$ cat config.mk
export PLATFORM = sky130hd
export DESIGN_NAME = fetch_flat
export DESIGN_NICKNAME = d
export VERILOG_FILES = /design/src/rtl/fetch_if.sv /design/src/rtl/fetch.sv /design/src/flat_wrapper.sv
export SDC_FILE = /design/constraint.sdc
export NUM_CORES = 1
export LEC_CHECK = 0
export CAP_MARGIN = 40
export CORE_MARGIN = 2
export CORE_UTILIZATION = 40
export CTS_CLUSTER_SIZE = 12
export DETAILED_ROUTE_END_ITERATION = 6
export PLACE_DENSITY = 0.62
export SETUP_SLACK_MARGIN = 0.2
export SLEW_MARGIN = 20
export SYNTH_ARGS = -nofsm -noshare
export SYNTH_HDL_FRONTEND = slang
export SYNTH_SLANG_ARGS = --single-unit
$ cat constraint.sdc
create_clock -name clk -period 6.8 [get_ports clk]
set_clock_uncertainty 0.05 [all_clocks]
set_input_delay 0.68 -clock clk [delete_from_list [all_inputs] [get_ports clk]]
set_output_delay 0.68 -clock clk [all_outputs]
set_load 0.02 [all_outputs]
$ cat src/rtl/fetch_if.sv
// Instruction-memory request bus: valid/addr out of fetch, one-cycle ready pulse with rdata back.
// No pipelining: a single request is outstanding at a time and addr is held until ready.
interface fetch_if;
  logic        valid;
  logic        ready;
  logic [31:0] addr;
  logic [31:0] rdata;

  modport master (output valid, output addr, input ready, input rdata);
  modport slave  (input valid, input addr, output ready, output rdata);
endinterface

$ cat src/rtl/fetch.sv
// Instruction fetch: presents imem response to decode 1 cycle after ready, one insn per ready.
// hlt holds outputs (a response arriving under hlt parks in a one-entry buffer); override redirects.
module fetch #(
  parameter logic [31:0] RESET_PC = 32'h0000_0000,
  parameter logic [31:0] NOP      = 32'h0000_0013
) (
  input  logic        clk,
  input  logic        rst,
  input  logic        hlt,
  input  logic        override,
  input  logic [31:0] newpc,
  fetch_if.master     imem,
  output logic [31:0] insn,
  output logic [31:0] outpc,
  output logic        insn_valid,
  output logic        fault
);

  typedef enum logic [1:0] {S_FETCH, S_HOLD, S_DROP, S_FAULT} state_t;

  state_t      r_state;
  logic [31:0] r_pc;
  logic [31:0] r_tgt;
  logic [31:0] r_buf;
  logic [31:0] r_insn;
  logic [31:0] r_outpc;
  logic        r_insn_valid;
  logic        r_fault;
  logic        r_req;
  logic        r_pend_fault;

  logic        w_resp;
  logic        w_redir;
  logic        w_misal;
  logic        w_busy;
  logic [31:0] w_pc_inc;

  // A ready pulse only counts when a request is actually on the bus.
  assign w_resp   = imem.ready & r_req;
  assign w_busy   = r_req & ~imem.ready;
  assign w_redir  = override & ~hlt;
  assign w_misal  = w_redir & (newpc[1:0] != 2'b00);
  assign w_pc_inc = r_pc + 32'd4;

  assign imem.valid = r_req;
  assign imem.addr  = {r_pc[31:2], 2'b00};
  assign insn       = r_insn;
  assign outpc      = r_outpc;
  assign insn_valid = r_insn_valid;
  assign fault      = r_fault;

  always_ff @(posedge clk or negedge rst) begin
    if (!rst) begin
      r_state      <= S_FETCH;
      r_pc         <= RESET_PC;
      r_tgt        <= RESET_PC;
      r_buf        <= NOP;
      r_insn       <= NOP;
      r_outpc      <= RESET_PC;
      r_insn_valid <= 1'b0;
      r_fault      <= 1'b0;
      r_req        <= 1'b0;
      r_pend_fault <= 1'b0;
    end else begin
      case (r_state)
        S_FETCH: begin
          if (w_redir) begin
            r_insn_valid <= 1'b0;
            r_insn       <= NOP;
            if (w_misal) begin
              r_fault <= 1'b1;
              if (w_busy) begin
                r_state      <= S_DROP;
                r_pend_fault <= 1'b1;
              end else begin
                r_state <= S_FAULT;
                r_req   <= 1'b0;
              end
            end else if (w_busy) begin
              r_state      <= S_DROP;
              r_tgt        <= newpc;
              r_pend_fault <= 1'b0;
            end else begin
              r_pc  <= newpc;
              r_req <= 1'b1;
            end
          end else if (hlt) begin
            if (w_resp) begin
              r_buf   <= imem.rdata;
              r_state <= S_HOLD;
              r_req   <= 1'b0;
            end else begin
              r_req <= 1'b1;
            end
          end else begin
            r_req <= 1'b1;
            if (w_resp) begin
              r_insn       <= imem.rdata;
              r_outpc      <= r_pc;
              r_insn_valid <= 1'b1;
              r_pc         <= w_pc_inc;
            end else begin
              r_insn_valid <= 1'b0;
              r_insn       <= NOP;
            end
          end
        end

        S_HOLD: begin
          if (w_redir) begin
            r_insn_valid <= 1'b0;
            r_insn       <= NOP;
            if (w_misal) begin
              r_fault <= 1'b1;
              r_state <= S_FAULT;
            end else begin
              r_pc    <= newpc;
              r_state <= S_FETCH;
              r_req   <= 1'b1;
            end
          end else if (!hlt) begin
            r_insn       <= r_buf;
            r_outpc      <= r_pc;
            r_insn_valid <= 1'b1;
            r_pc         <= w_pc_inc;
            r_state      <= S_FETCH;
            r_req        <= 1'b1;
          end
        end

        S_DROP: begin
          if (w_misal) begin
            r_fault      <= 1'b1;
            r_pend_fault <= 1'b1;
          end else if (w_redir) begin
            r_tgt <= newpc;
          end
          // Old address stays on the bus until its response is swallowed.
          if (w_resp) begin
            if (r_pend_fault || w_misal) begin
              r_state <= S_FAULT;
              r_req   <= 1'b0;
            end else begin
              r_state <= S_FETCH;
              r_pc    <= w_redir ? newpc : r_tgt;
            end
          end
        end

        S_FAULT: begin
          r_req        <= 1'b0;
          r_insn_valid <= 1'b0;
          r_fault      <= 1'b1;
        end

        default: r_state <= S_FAULT;
      endcase
    end
  end

endmodule

$ cat src/flat_wrapper.sv
// flat-port wrapper written by rule: the top's interface ports become plain ports
module fetch_flat 
#(
  parameter logic [31:0] RESET_PC = 32'h0000_0000,
  parameter logic [31:0] NOP      = 32'h0000_0013
)
  (clk, rst, hlt, override, newpc, insn, outpc, insn_valid, fault, imem_valid, imem_addr, imem_ready, imem_rdata);
  fetch_if imem_i ();
  input  logic clk;
  input  logic rst;
  input  logic hlt;
  input  logic override;
  input  logic [31:0] newpc;
  output logic [31:0] insn;
  output logic [31:0] outpc;
  output logic insn_valid;
  output logic fault;
  output wire logic [$bits(imem_i.valid)-1:0] imem_valid;
  output wire logic [$bits(imem_i.addr)-1:0] imem_addr;
  input wire logic [$bits(imem_i.ready)-1:0] imem_ready;
  input wire logic [$bits(imem_i.rdata)-1:0] imem_rdata;
  assign imem_valid = imem_i.valid;
  assign imem_addr = imem_i.addr;
  assign imem_i.ready = imem_ready;
  assign imem_i.rdata = imem_rdata;
  fetch #(.RESET_PC(RESET_PC), .NOP(NOP)) u_core (.clk(clk), .rst(rst), .hlt(hlt), .override(override), .newpc(newpc), .imem(imem_i), .insn(insn), .outpc(outpc), .insn_valid(insn_valid), .fault(fault));
endmodule
==> impl_metrics.yaml <==
synth:
  synth_flop_cell: "dfrtp_1"
  yosys_warnings: 0
  syn_inst: 774
  synth_edf_count: 0
  synth_cell_types: 58
  postSynthAreaPerCell_um2: 10.5
  syn-cell-area_mm2: 0.00815
  ys_ff_latch: 166
  yosysSeqAreaShare_pct: 51.0
  async_flop_share_pct: 100
die:
  die-area_mm2: 0.0215
  fp.dieH_um: 147
  ios: 168
  core_area_mm2: 0.0201
  die_w_um: 147
  start_util_pct: 40.6
  row_count: 52
finish:
  nets: 959
  fin_area_mm2: 0.0105
  fillers: 1807
  drive_above_1_share_pct: 19.2
  finalNonFillerCells: 1167
  syn_to_final_growth_pct: 29.1
  antenna_cells: 0
  final_util_pct: 52.3
routing:
  postRouteAntennaNets: 0
  vias: 6299
  detail_route.wl_per_cell_um: 17.3
  dr.pass1.iters: 5
  via_per_inst: 5.40
  drtIter0Drc: 380
  drc: 0
  wirelength_um: 20200
setup_path:
  crit_required_ns: 7.11
  worst_ep_arrival_time_ns: 3.28
  path_class: "in -> reg"
  crit_path_start_kind: "primary input"
  critPathMaxFanout: 36
  end_kind: "register"
sta:
  slew_headroom_pct: 56.5
  grt_setup_unrepaired: "no"
  hold_viol: 0
  maxSlewViolCount: 0
  fin_crit_sh_pct: 43.6
  finalSetupTns_ns: 0
  fmax_mhz: 337
  worstMarginPinSlew_ns: 0.646
  setup_viol: 0
  period_minus_slack_ns: 2.97
global_route:
  grt_overflow: 0
  grt_pass1_wl_um: 33100
  first_global_vias: 6199
  antenna_found_initial: 0
  grt_usage_pct: 19.1
  grt_max_degree: 65
clock_tree:
  hold_buffers: 0
  cts_made_buffers: 17
  path_clk_slew_ns: 0.07
  htreeDepth: 4
  cts-root-buf: "clkbuf_16"
  cts_tree: "done"
  cts_setup_buffers: 0
  worstSkewPairLatency_ns: 0.42
  clock_sinks: 166
  cts_buffer_depth: 2
  postCtsResizedCells: 0
status:
  outcome: "complete, no violations"
hold_path:
  holdCritPathClass: "in -> async"
placement:
  dp_cells: 1135
  place_congestion: 0.826
  dpl.hpwl_um: 13500
  place_area_mm2: 0.00991
  io_buffers: 165
power_and_ir_drop:
  p_leak_nw: 4.34
  power.density_mw_per_mm2: 463
  ir_worst_vdd_v: 0.000246
run:
  maxCapViolCount: 0
## cells in the final DEF (no fill, tap or decap), types with 5 or more instances in the layout
cell type / count
ha_1: 5
nand2_1: 72
o21ai_0: 63
clkbuf_16: 17
and3_1: 15
nor2_1: 39
dfstp_2: 6
buf_4: 10
nand4_1: 8
nor4_1: 7
o21ai_1: 26
clkdlybuf4s50_1: 164
a22oi_1: 29
a31oi_1: 12
inv_1: 9
buf_16: 5
mux2_2: 92
a211oi_1: 5
a21oi_1: 31
dfrtp_1: 160
o31ai_2: 5
o21ai_2: 5
inv_6: 6
nand3_1: 20
## cells in the mapped netlist (all sizes together), types with 4 or more instances
cell / n / area share [%]
a211oi: 7 / 0.77
a21oi: 32 / 2.0
a22oi: 29 / 2.7
a31oi: 12 / 0.92
a41oi: 4 / 0.43
and3: 15 / 1.2
buf: 55 / 4.7
clkbuf: 36 / 1.7
dfrtp: 160 / 49
dfstp: 6 / 1.9
ha: 6 / 0.92
inv: 9 / 0.41
mux2: 93 / 13
nand2: 72 / 3.3
nand3: 20 / 1.2
nand4: 8 / 0.61
nor2: 39 / 1.8
nor2b: 4 / 0.31
nor4: 9 / 0.69
o21a: 4 / 0.37
o21ai: 95 / 6.1
o22ai: 4 / 0.31
o311ai: 5 / 0.54
o31a: 4 / 0.43
o31ai: 5 / 0.77
## worst paths after layout
kind / end / start / slack (ns) / depth (start not counted)
min in group clk: u_core.insn[7] / u_core.insn[7] / 0.43 / 2
worst max-delay path: u_core.r_pc[31] / hlt / 3.83 / 8
worst min register to register: u_core.insn[7] / u_core.insn[7] / 0.43 / 2
worst max register to register: u_core.r_pc[31] / u_core.r_state[1] / 3.95 / 8
worst min-delay path: u_core.insn[12] / rst / 0.07 / 1
max in group asynchronous: u_core.insn[0] / rst / 5.23 / 4
## through the flow
step                      total power, mW  hold slack (ns)  setup WS [ns]
final                                4.88           0.0742           3.83
after global routing                 5.20           0.0794           3.70
after CTS                            4.92           0.0703           3.83
after detailed placement             3.89            0.419           3.39
after global placement               3.79            0.412           3.09
after floorplan                      3.18            0.334           4.51
## cells by family after synthesis
family,after synthesis,share of synthesized area [%]
buffers and inverters,100,6.81
other,1,0.0460
adder cells (fa/ha/maj),6,0.921
multiplexers,96,13.2
flip-flops,166,51.0
AO/OA/AOI/OAI,222,17.6
AND/OR/NAND/NOR,183,10.4
## worst max-delay path, cell delays in order
cell and delay [ns]:
clkdlybuf4s50_1 0.64, nor2b_2 0.07, buf_4 0.26, a21o_1 0.24, a2111o_2 0.72, buf_12 0.27
o21ba_2 0.24, o22a_1 0.12
## metal layers
metal | global-route usage (%) | vias up | part of all wire (%)
met5 | 0 | - | 0
met2 | 29.2 | 178 | 46
li1 | - | 2987 | -
met1 | 27.4 | 3118 | 47
met4 | 5.68 | 0 | 0.96
met3 | 3.91 | 16 | 5.7
## power breakdown
| part | switching, mW | internal, mW | total [mW] |
|---|---|---|---|
| registers | 0.346 | 1.42 | 1.77 |
| clock network | 0.428 | 0.589 | 1.02 |
| logic | 1.11 | 0.986 | 2.09 |
## sequential cells by signal, indices dropped and copies added, names as in the netlist
name / cells
u_core.outpc: 32
u_core.insn: 32
u_core.r_tgt: 32
u_core.r_state: 2
u_core.r_buf: 32
u_core.imem.valid: 1
u_core.r_pend_fault: 1
u_core.fault: 1
u_core.r_pc: 32
u_core.insn_valid: 1
## cell type report
class | count | area, um^2 | area share, %
Sequential cell | 166 | 4160 | 39.5
Multi-Input combinational cell | 509 | 3490 | 33.1
Timing Repair Buffer | 181 | 1890 | 17.9
Clock buffer | 17 | 425 | 4.04
Tap cell | 270 | 338 | 3.21
Clock inverter | 15 | 191 | 1.82
Inverter | 9 | 33.8 | 0.321
No activity file was read; power rests on OpenSTA's default activity.
